## src/rtl/sha256_msg_schedule.sv

```systemverilog
// sha256_msg_schedule
// Sequential SHA-256 message-schedule generator. A 512-bit block is loaded
// as 16 big-endian words into a 16-entry sliding window; the window then
// shifts once per accepted output word. The word at the head is always the
// next schedule word, and the word entering the tail is produced by the
// expansion recurrence. W[0..15] therefore leave the block unchanged, and
// W[16..63] are generated on the fly, with no separate path for t < 16.
module sha256_msg_schedule #(
    parameter int WORD_W    = 32,
    parameter int NUM_WORDS = 64
) (
    input  logic              clk,
    input  logic              rst,
    input  logic              in_valid,
    output logic              in_ready,
    input  logic [WORD_W-1:0] in_word,
    output logic              w_valid,
    input  logic              w_ready,
    output logic [WORD_W-1:0] w_word,
    output logic [5:0]        w_index,
    output logic              busy,
    output logic              done
);

    localparam int         WIN_DEPTH = 16;
    localparam logic [5:0] LAST_IDX  = 6'(NUM_WORDS - 1);
    localparam logic [3:0] LAST_LOAD = 4'(WIN_DEPTH - 1);

    typedef enum logic [0:0] {
        ST_LOAD   = 1'b0,
        ST_STREAM = 1'b1
    } state_e;

    // sigma0(x) = ROTR7 ^ ROTR18 ^ SHR3
    function automatic logic [31:0] small_sigma0(input logic [31:0] x);
        logic [31:0] r7;
        logic [31:0] r18;
        logic [31:0] s3;
        r7  = {x[6:0],  x[31:7]};
        r18 = {x[17:0], x[31:18]};
        s3  = {3'b000,  x[31:3]};
        return r7 ^ r18 ^ s3;
    endfunction

    // sigma1(x) = ROTR17 ^ ROTR19 ^ SHR10
    function automatic logic [31:0] small_sigma1(input logic [31:0] x);
        logic [31:0] r17;
        logic [31:0] r19;
        logic [31:0] s10;
        r17 = {x[16:0], x[31:17]};
        r19 = {x[18:0], x[31:19]};
        s10 = {10'b00_0000_0000, x[31:10]};
        return r17 ^ r19 ^ s10;
    endfunction

    // Control state and registered outputs
    state_e      state_q,    state_d;
    logic [3:0]  load_cnt_q, load_cnt_d;
    logic [5:0]  round_q,    round_d;
    logic        in_ready_q, in_ready_d;
    logic        w_valid_q,  w_valid_d;
    logic        busy_q,     busy_d;
    logic        done_q,     done_d;

    // Sliding window: win_q[0] is W[t], win_q[k] is W[t+k]
    logic [WORD_W-1:0] win_q [WIN_DEPTH];
    logic [WORD_W-1:0] win_d [WIN_DEPTH];

    logic              in_hs_s;
    logic              w_hs_s;
    logic              load_wr_s;
    logic              shift_s;
    logic [WORD_W-1:0] expand_s;

    // Handshake qualifiers use only registered ready/valid, so no input
    // ever reaches in_ready or w_valid combinationally.
    always_comb begin
        in_hs_s   = in_valid & in_ready_q;
        w_hs_s    = w_valid_q & w_ready;
        load_wr_s = (state_q == ST_LOAD) & in_hs_s;
        shift_s   = (state_q == ST_STREAM) & w_hs_s;
    end

    // Expansion term that enters the window tail: W[t+16] from W[t..t+14]
    always_comb begin
        expand_s = small_sigma1(win_q[14]) + win_q[9]
                 + small_sigma0(win_q[1]) + win_q[0];
    end

    // Window next state: capture during load, shift during stream, else hold
    always_comb begin
        for (int i = 0; i < WIN_DEPTH; i++) begin
            win_d[i] = win_q[i];
        end
        if (load_wr_s) begin
            win_d[load_cnt_q] = in_word;
        end else if (shift_s) begin
            for (int i = 0; i < WIN_DEPTH - 1; i++) begin
                win_d[i] = win_q[i + 1];
            end
            win_d[WIN_DEPTH - 1] = expand_s;
        end else begin
            for (int i = 0; i < WIN_DEPTH; i++) begin
                win_d[i] = win_q[i];
            end
        end
    end

    // Control next state: load counting, round counting and output flags
    always_comb begin
        state_d    = state_q;
        load_cnt_d = load_cnt_q;
        round_d    = round_q;
        in_ready_d = in_ready_q;
        w_valid_d  = w_valid_q;
        busy_d     = busy_q;
        done_d     = 1'b0;
        case (state_q)
            ST_LOAD: begin
                if (in_hs_s) begin
                    if (load_cnt_q == LAST_LOAD) begin
                        state_d    = ST_STREAM;
                        load_cnt_d = 4'd0;
                        round_d    = 6'd0;
                        in_ready_d = 1'b0;
                        w_valid_d  = 1'b1;
                        busy_d     = 1'b1;
                    end else begin
                        load_cnt_d = load_cnt_q + 4'd1;
                    end
                end else begin
                    load_cnt_d = load_cnt_q;
                end
            end
            ST_STREAM: begin
                if (w_hs_s) begin
                    if (round_q == LAST_IDX) begin
                        state_d    = ST_LOAD;
                        round_d    = 6'd0;
                        in_ready_d = 1'b1;
                        w_valid_d  = 1'b0;
                        busy_d     = 1'b0;
                        done_d     = 1'b1;
                    end else begin
                        round_d = round_q + 6'd1;
                    end
                end else begin
                    round_d = round_q;
                end
            end
            default: begin
                // Unreachable encoding: fall back to an idle, ready-to-load state
                state_d    = ST_LOAD;
                load_cnt_d = 4'd0;
                round_d    = 6'd0;
                in_ready_d = 1'b1;
                w_valid_d  = 1'b0;
                busy_d     = 1'b0;
            end
        endcase
    end

    // FSM state, counters and registered handshake/status outputs
    always_ff @(posedge clk or posedge rst) begin
        if (rst) begin
            state_q    <= ST_LOAD;
            load_cnt_q <= 4'd0;
            round_q    <= 6'd0;
            in_ready_q <= 1'b1;
            w_valid_q  <= 1'b0;
            busy_q     <= 1'b0;
            done_q     <= 1'b0;
        end else begin
            state_q    <= state_d;
            load_cnt_q <= load_cnt_d;
            round_q    <= round_d;
            in_ready_q <= in_ready_d;
            w_valid_q  <= w_valid_d;
            busy_q     <= busy_d;
            done_q     <= done_d;
        end
    end

    // Window storage
    always_ff @(posedge clk or posedge rst) begin
        if (rst) begin
            for (int i = 0; i < WIN_DEPTH; i++) begin
                win_q[i] <= {WORD_W{1'b0}};
            end
        end else begin
            for (int i = 0; i < WIN_DEPTH; i++) begin
                win_q[i] <= win_d[i];
            end
        end
    end

    // Outputs come straight from registers
    assign in_ready = in_ready_q;
    assign w_valid  = w_valid_q;
    assign w_word   = win_q[0];
    assign w_index  = round_q;
    assign busy     = busy_q;
    assign done     = done_q;

endmodule

```

## config.mk

```make
export PLATFORM = sky130hd
export DESIGN_NAME = sha256_msg_schedule
export DESIGN_NICKNAME = d
export VERILOG_FILES = /design/src/rtl/sha256_msg_schedule.sv
export SDC_FILE = /design/constraint.sdc
export NUM_CORES = 2
export LEC_CHECK = 0
export ABC_AREA = 1
export BUFFER_PORTS_ARGS = -buffer_cell sky130_fd_sc_hd__buf_2
export CAP_MARGIN = 0
export CORE_ASPECT_RATIO = 1.25
export CORE_MARGIN = 4
export CORE_UTILIZATION = 55
export DETAILED_ROUTE_END_ITERATION = 8
export PLACE_DENSITY = 0.83
export REMOVE_ABC_BUFFERS = 1
export SETUP_SLACK_MARGIN = 0.05
export SLEW_MARGIN = 20
export SYNTH_ARGS = -nofsm -noshare
export SYNTH_HDL_FRONTEND = slang
export SYNTH_SLANG_ARGS = --single-unit
export TNS_END_PERCENT = 5
```

## constraint.sdc

```tcl
create_clock -name clk -period 20.6 [get_ports clk]
set_clock_uncertainty 0.15 [all_clocks]
set_input_delay 2.06 -clock clk [delete_from_list [all_inputs] [get_ports clk]]
set_output_delay 2.06 -clock clk [all_outputs]
set_load 0.01 [all_outputs]
```

* Yosys cells after proc, flatten, opt, wreduce, memory -nomap -nowiden
Index checks and enable logic that the tools add are counted.
** Word-level totals
- Register bits :: 526
- Bits in latches :: 0
- Bits in writable memories :: 0
- ROM bits :: 0
- Bits of input ports :: 36
- Output and inout port bits :: 42
- Word-level logic and storage cells :: 79
- Memories :: 0
** Cells by class
- $add $sub $neg :: 5
- Multipliers :: 0
- Divide/modulo/power cells :: 0
- $lt $le $gt $ge :: 2
- Equality and inequality tests :: 6
- Shifts and indexed selects :: 0
- Multiplexer cells :: 29
- Bitwise operators :: 10
- Reduce and logical (&&, ||, !) cells :: 5
** Operators with widths (count)
- two-way mux 512 bit :: 2
- bitwise mux 512 bit :: 1
- demux 32 bit (select 4 bit) :: 1
- adder 32 bit :: 3
- XOR 32 bit :: 2
- two-way mux 32 bit :: 1
- XOR 32 x 22 -> 32 bit :: 1
- XOR 32 x 29 -> 32 bit :: 1
- two-way mux 6 bit :: 4
- two-way mux 1 bit :: 15
- one-hot mux 6 bit (2 select lines) :: 1
- adder 6 x 1 -> 6 bit (second input constant) :: 1
- equality test 6 bit (second input constant) :: 1
- != test 2 x 1 -> 1 bit (second input constant) :: 3
- one-hot mux 1 bit (2 select lines) :: 3
- greater-or-equal comparator 5 bit (second input constant) :: 1
- < comparator 5 x 1 -> 1 bit (second input constant) :: 1
- NOT 4 -> 5 bit :: 1
- adder 4 x 1 -> 4 bit (second input constant) :: 1
- AND 1 bit :: 4
- equality test 4 bit (second input constant) :: 1
- two-way mux 4 bit :: 1
- AND reduction 4 bit :: 1
- AND reduction 3 bit :: 1
- other kinds (5) :: 5

* Logic depth before layout (Yosys ltp)
- Depth in word-level cells :: 7
- Gate-level depth with buffers :: 19
- Depth with buffers taken out :: 18

* Worst setup path after synthesis
Ideal clock, no wire load.
- Path kind :: register to register
- From :: register win_q[50] (netlist bit)
- To :: register win_q[17] (netlist bit)
- Setup time :: 0.124 ns
- Data arrival time :: 3.179 ns
- Required time :: 20.326 ns
- Path slack :: 17.147 ns
- Cell stages (with the launch flop) :: 17
- Buffers on the path :: 1
- Period minus slack after synthesis :: 3.453 ns
- Path through :: dfrtp_1 > clkbuf_1 > xnor2_1 > xor2_1 > fa_1 > inv_1 > fa_1 > ha_1 > fa_1 > nand3_1 > nand3_1 > nand2_1 > nand2_1 > nand2_1 > nand2_1 > o21ai_0 > o21bai_1
** Between the ends
- Word-level cells in the longest chain between the ends :: 7
** RTL lines
- start: declaration :: line 66 : logic [WORD_W-1:0] win_q [WIN_DEPTH];
- start signal: indexed assignment :: line 188 : win_q[i] <= {WORD_W{1'b0}};
- start signal: indexed assignment :: line 192 : win_q[i] <= win_d[i];
- XOR 32 bit :: line 53 : return r17 ^ r19 ^ s10;
- XOR 32 x 22 -> 32 bit * :: line 53
- adder 32 bit * :: line 86 : expand_s = small_sigma1(win_q[14]) + win_q[9]
- adder 32 bit * (2 in series) :: line 87 : + small_sigma0(win_q[1]) + win_q[0];
- two-way mux 512 bit * :: line 97 : end else if (shift_s) begin
- two-way mux 512 bit * :: line 95 : if (load_wr_s) begin
Mark *: on every way between the ends. The rest lies on a longest branch, timed or not. The select of a mux whose other input is x is not followed.
A chain may end at the register's enable or synchronous reset.

==> impl_metrics.tcl <==
set metrics [dict create \
    wirelength_mm 91.5 \
    r2r_end "win_q[15]" \
    wl_per_cell_um 23.3 \
    finalHoldViolations 0 \
    ys_types 35 \
    layout_common_cells "nand2_1 (815), dfrtp_1 (525), a22oi_1 (361)" \
    setup_viol 0 \
    rsz0062_at_grt "no" \
    rr_worst_depth 14 \
    hold_end "win_q[376]" \
    crit_path_cell_trace "buf_2 -> inv_8 -> buf_12 -> buf_12 -> buf_4" \
    critPathBufInv 5 \
    drt_pre_antenna_iters 9 \
    clockBufferDepth 3 \
    final_common_cell "nand2_1" \
    cts-root-buf "clkbuf_16" \
    grt_util_all_layers 0.322 \
    hold_start "win_q[376]" \
    initialDrtViolationCount 3686 \
    drc 0 \
    synth_fa_ha_area_frac 0.0587 \
    numCtsBuffers 50 \
    synth_top_family_by_area "compound AO/OA/AOI/OAI gates" \
    place.gp.congestion 1.05 \
    io_buffers 77 \
    holdCritPathClass "flop to flop" \
    r2r-start "win_q[49]" \
    num_rows 93 \
    min_path_cells 2 \
    dp_hpwl_mm 61.8 \
    grt_max_degree 172 \
    critPathLaunchType "input port" \
    p_per_area_nw_per_um2 67.0 \
    die_w_um 213 \
    synth-xor-area-share 0.0377 \
    critPathKind "input port to async pin" \
    grt_pass1_wl_mm 141 \
    fin_crit_sh 0.236 \
    dieHeight_um 264 \
    coreArea_um2 51700 \
    vdd_ir_drop_max_uv 63.6 \
    crit_top_cell "buf_12" \
    synth_compound_area_frac 0.203 \
    start_util 0.558 \
    r2r_slack_ns 16.22 \
    postRouteAntennaNets 0 \
    vias_per_cell 6.29 \
    fmax_mhz 206 \
    critPathArrivalTime_ns 5.27 \
    whs_ns 0.338 \
    cts_setup_buffers 0 \
    power_mw 2.07 \
    synth_cells 3366 \
    grt_overflow 0 \
    cp-end-kind "async pin" \
    vias 24700 \
    cts_tree "done" \
    htree_num_levels 2 \
    p_leak_nw 13.5 \
    min_period_ns 4.86 \
    required_ns 21.01 \
    worst_path_dominant_cell_family "buffers and inverters" \
    worstPathMaxFanout 171 \
    area_delta_synth_final_pct 7.04 \
    nets 3360 \
    insertion_delay_ns 0.58 \
    worstMarginPinSlew_ns 1.10 \
    holdBufCountCts 0 \
    ctsResizeCount 0 \
    synth_mux_area_frac 0 \
    max_slew_margin 0.267 \
    slew_violations 0 \
    ioPinCount 78 \
    synth-seq-area-share 0.457 \
    ys_ff_latch 526 \
    die-area_um2 56200 \
    slowest_stage "buf_4" \
    syn_area_um2 28800 \
    yosysWarnings 0 \
    status "finished, final reports clean" \
    fin_tns_setup_ns 0 \
    cts.clk_slew.worst_paths_ns 0.06 \
    maxCapViolations 0 \
    antenna_found_initial 1 \
    drive_above_1_share 0.0756 \
    avgSynthCellArea_um2 8.56 \
    diodes 0 \
    synthSimpleGateAreaFrac 0.152 \
    max_stage_delay_ns 0.91 \
    cts.sinks 526 \
    first_global_vias 23600 \
]
[layout make-up]
class                      instances  area (µm²)
fill                            4407       20800
sequential                       526       13200
multi-input combinational       2205       13100
clock buffer                      73        1480
inverter                         324        1230
tap                              665         832
timing repair buffer             119         778
clock inverter                    19         268
[power breakdown]
part	leakage, nW	switching (mW)	internal (mW)	total, mW
Clock	0.855	0.413	0.574	0.986
Sequential	7.30	0	1.03	1.03
Combinational	5.34	0.0460	0.00376	0.0497
[stage by stage]
stage                     setup slack (ns)  instance area, µm²  utilization  instances
after global placement               14.92               29000        0.562       3836
after CTS                            15.56               30800        0.596       3928
after global routing                 15.21               30900        0.597       3931
after floorplan                       3.69               27400            -       3055
final                                15.74               30900        0.597       3931
after detailed placement             14.96               29000        0.562       3836
[state kept, by name, summed over array words and instances, names as in the netlist]
signal,count
win_q,480
w_word,32
w_index,6
load_cnt_q,4
busy,1
done,1
in_ready,1
state_q,1
[routing by layer]
metal,vias to the layer above,wire length [µm],track usage
met5,-,11,0
met4,2,6020,0.163
met3,322,10000,0.0651
met2,1523,41600,0.492
met1,11900,33800,0.438
li1,11000,-,-
[tightest hold or removal path: stages, from the launching register on]
cell and delay, ns:
dfrtp_1 0.34, nand2_1 0.05, o21ai_0 0.06
[how the worst max path moves through the flow]
stage | from | endpoint | slack, ns | cells after the start
after CTS | rst | win_q[139] | 15.56 | 5
final | rst | win_q[212] | 15.74 | 5
after detailed placement | rst | win_q[116] | 14.96 | 5
after global routing | rst | win_q[212] | 15.21 | 5
after global placement | rst | win_q[84] | 14.92 | 5
after floorplan | rst | busy | 3.69 | 1
[synthesized netlist by cell type (all sizes together)]
cell | n | area share
nand2 | 815 | 0.11
dfrtp | 525 | 0.46
o21ai | 385 | 0.067
a22oi | 361 | 0.094
inv | 322 | 0.042
clkbuf | 177 | 0.023
nand3 | 146 | 0.026
buf | 134 | 0.027
o211ai | 93 | 0.024
nor2 | 87 | 0.013
xnor2 | 66 | 0.020
fa | 62 | 0.043
xor2 | 58 | 0.018
o221ai | 37 | 0.011
ha | 36 | 0.016
a21oi | 27 | 0.0047
nor3 | 15 | 0.0045
nand4 | 6 | 0.0013
o21bai | 5 | 0.0013
and2 | 3 | 0.00065
clkinv | 2 | 0.00043
nand3b | 2 | 0.00052
dfstp | 1 | 0.00091
o311ai | 1 | 0.00030
[kinds of logic (layout without fill, tap and decap cells)]
| kind of cell | after synthesis | in the layout |
|---|---|---|
| compound gates | 909 | 909 |
| xor+xnor | 124 | 124 |
| flops | 526 | 526 |
| buf+inv | 635 | 535 |
| simple gates | 1074 | 1074 |
| fa+ha+maj | 98 | 98 |
(Power assumes the default switching activity.)
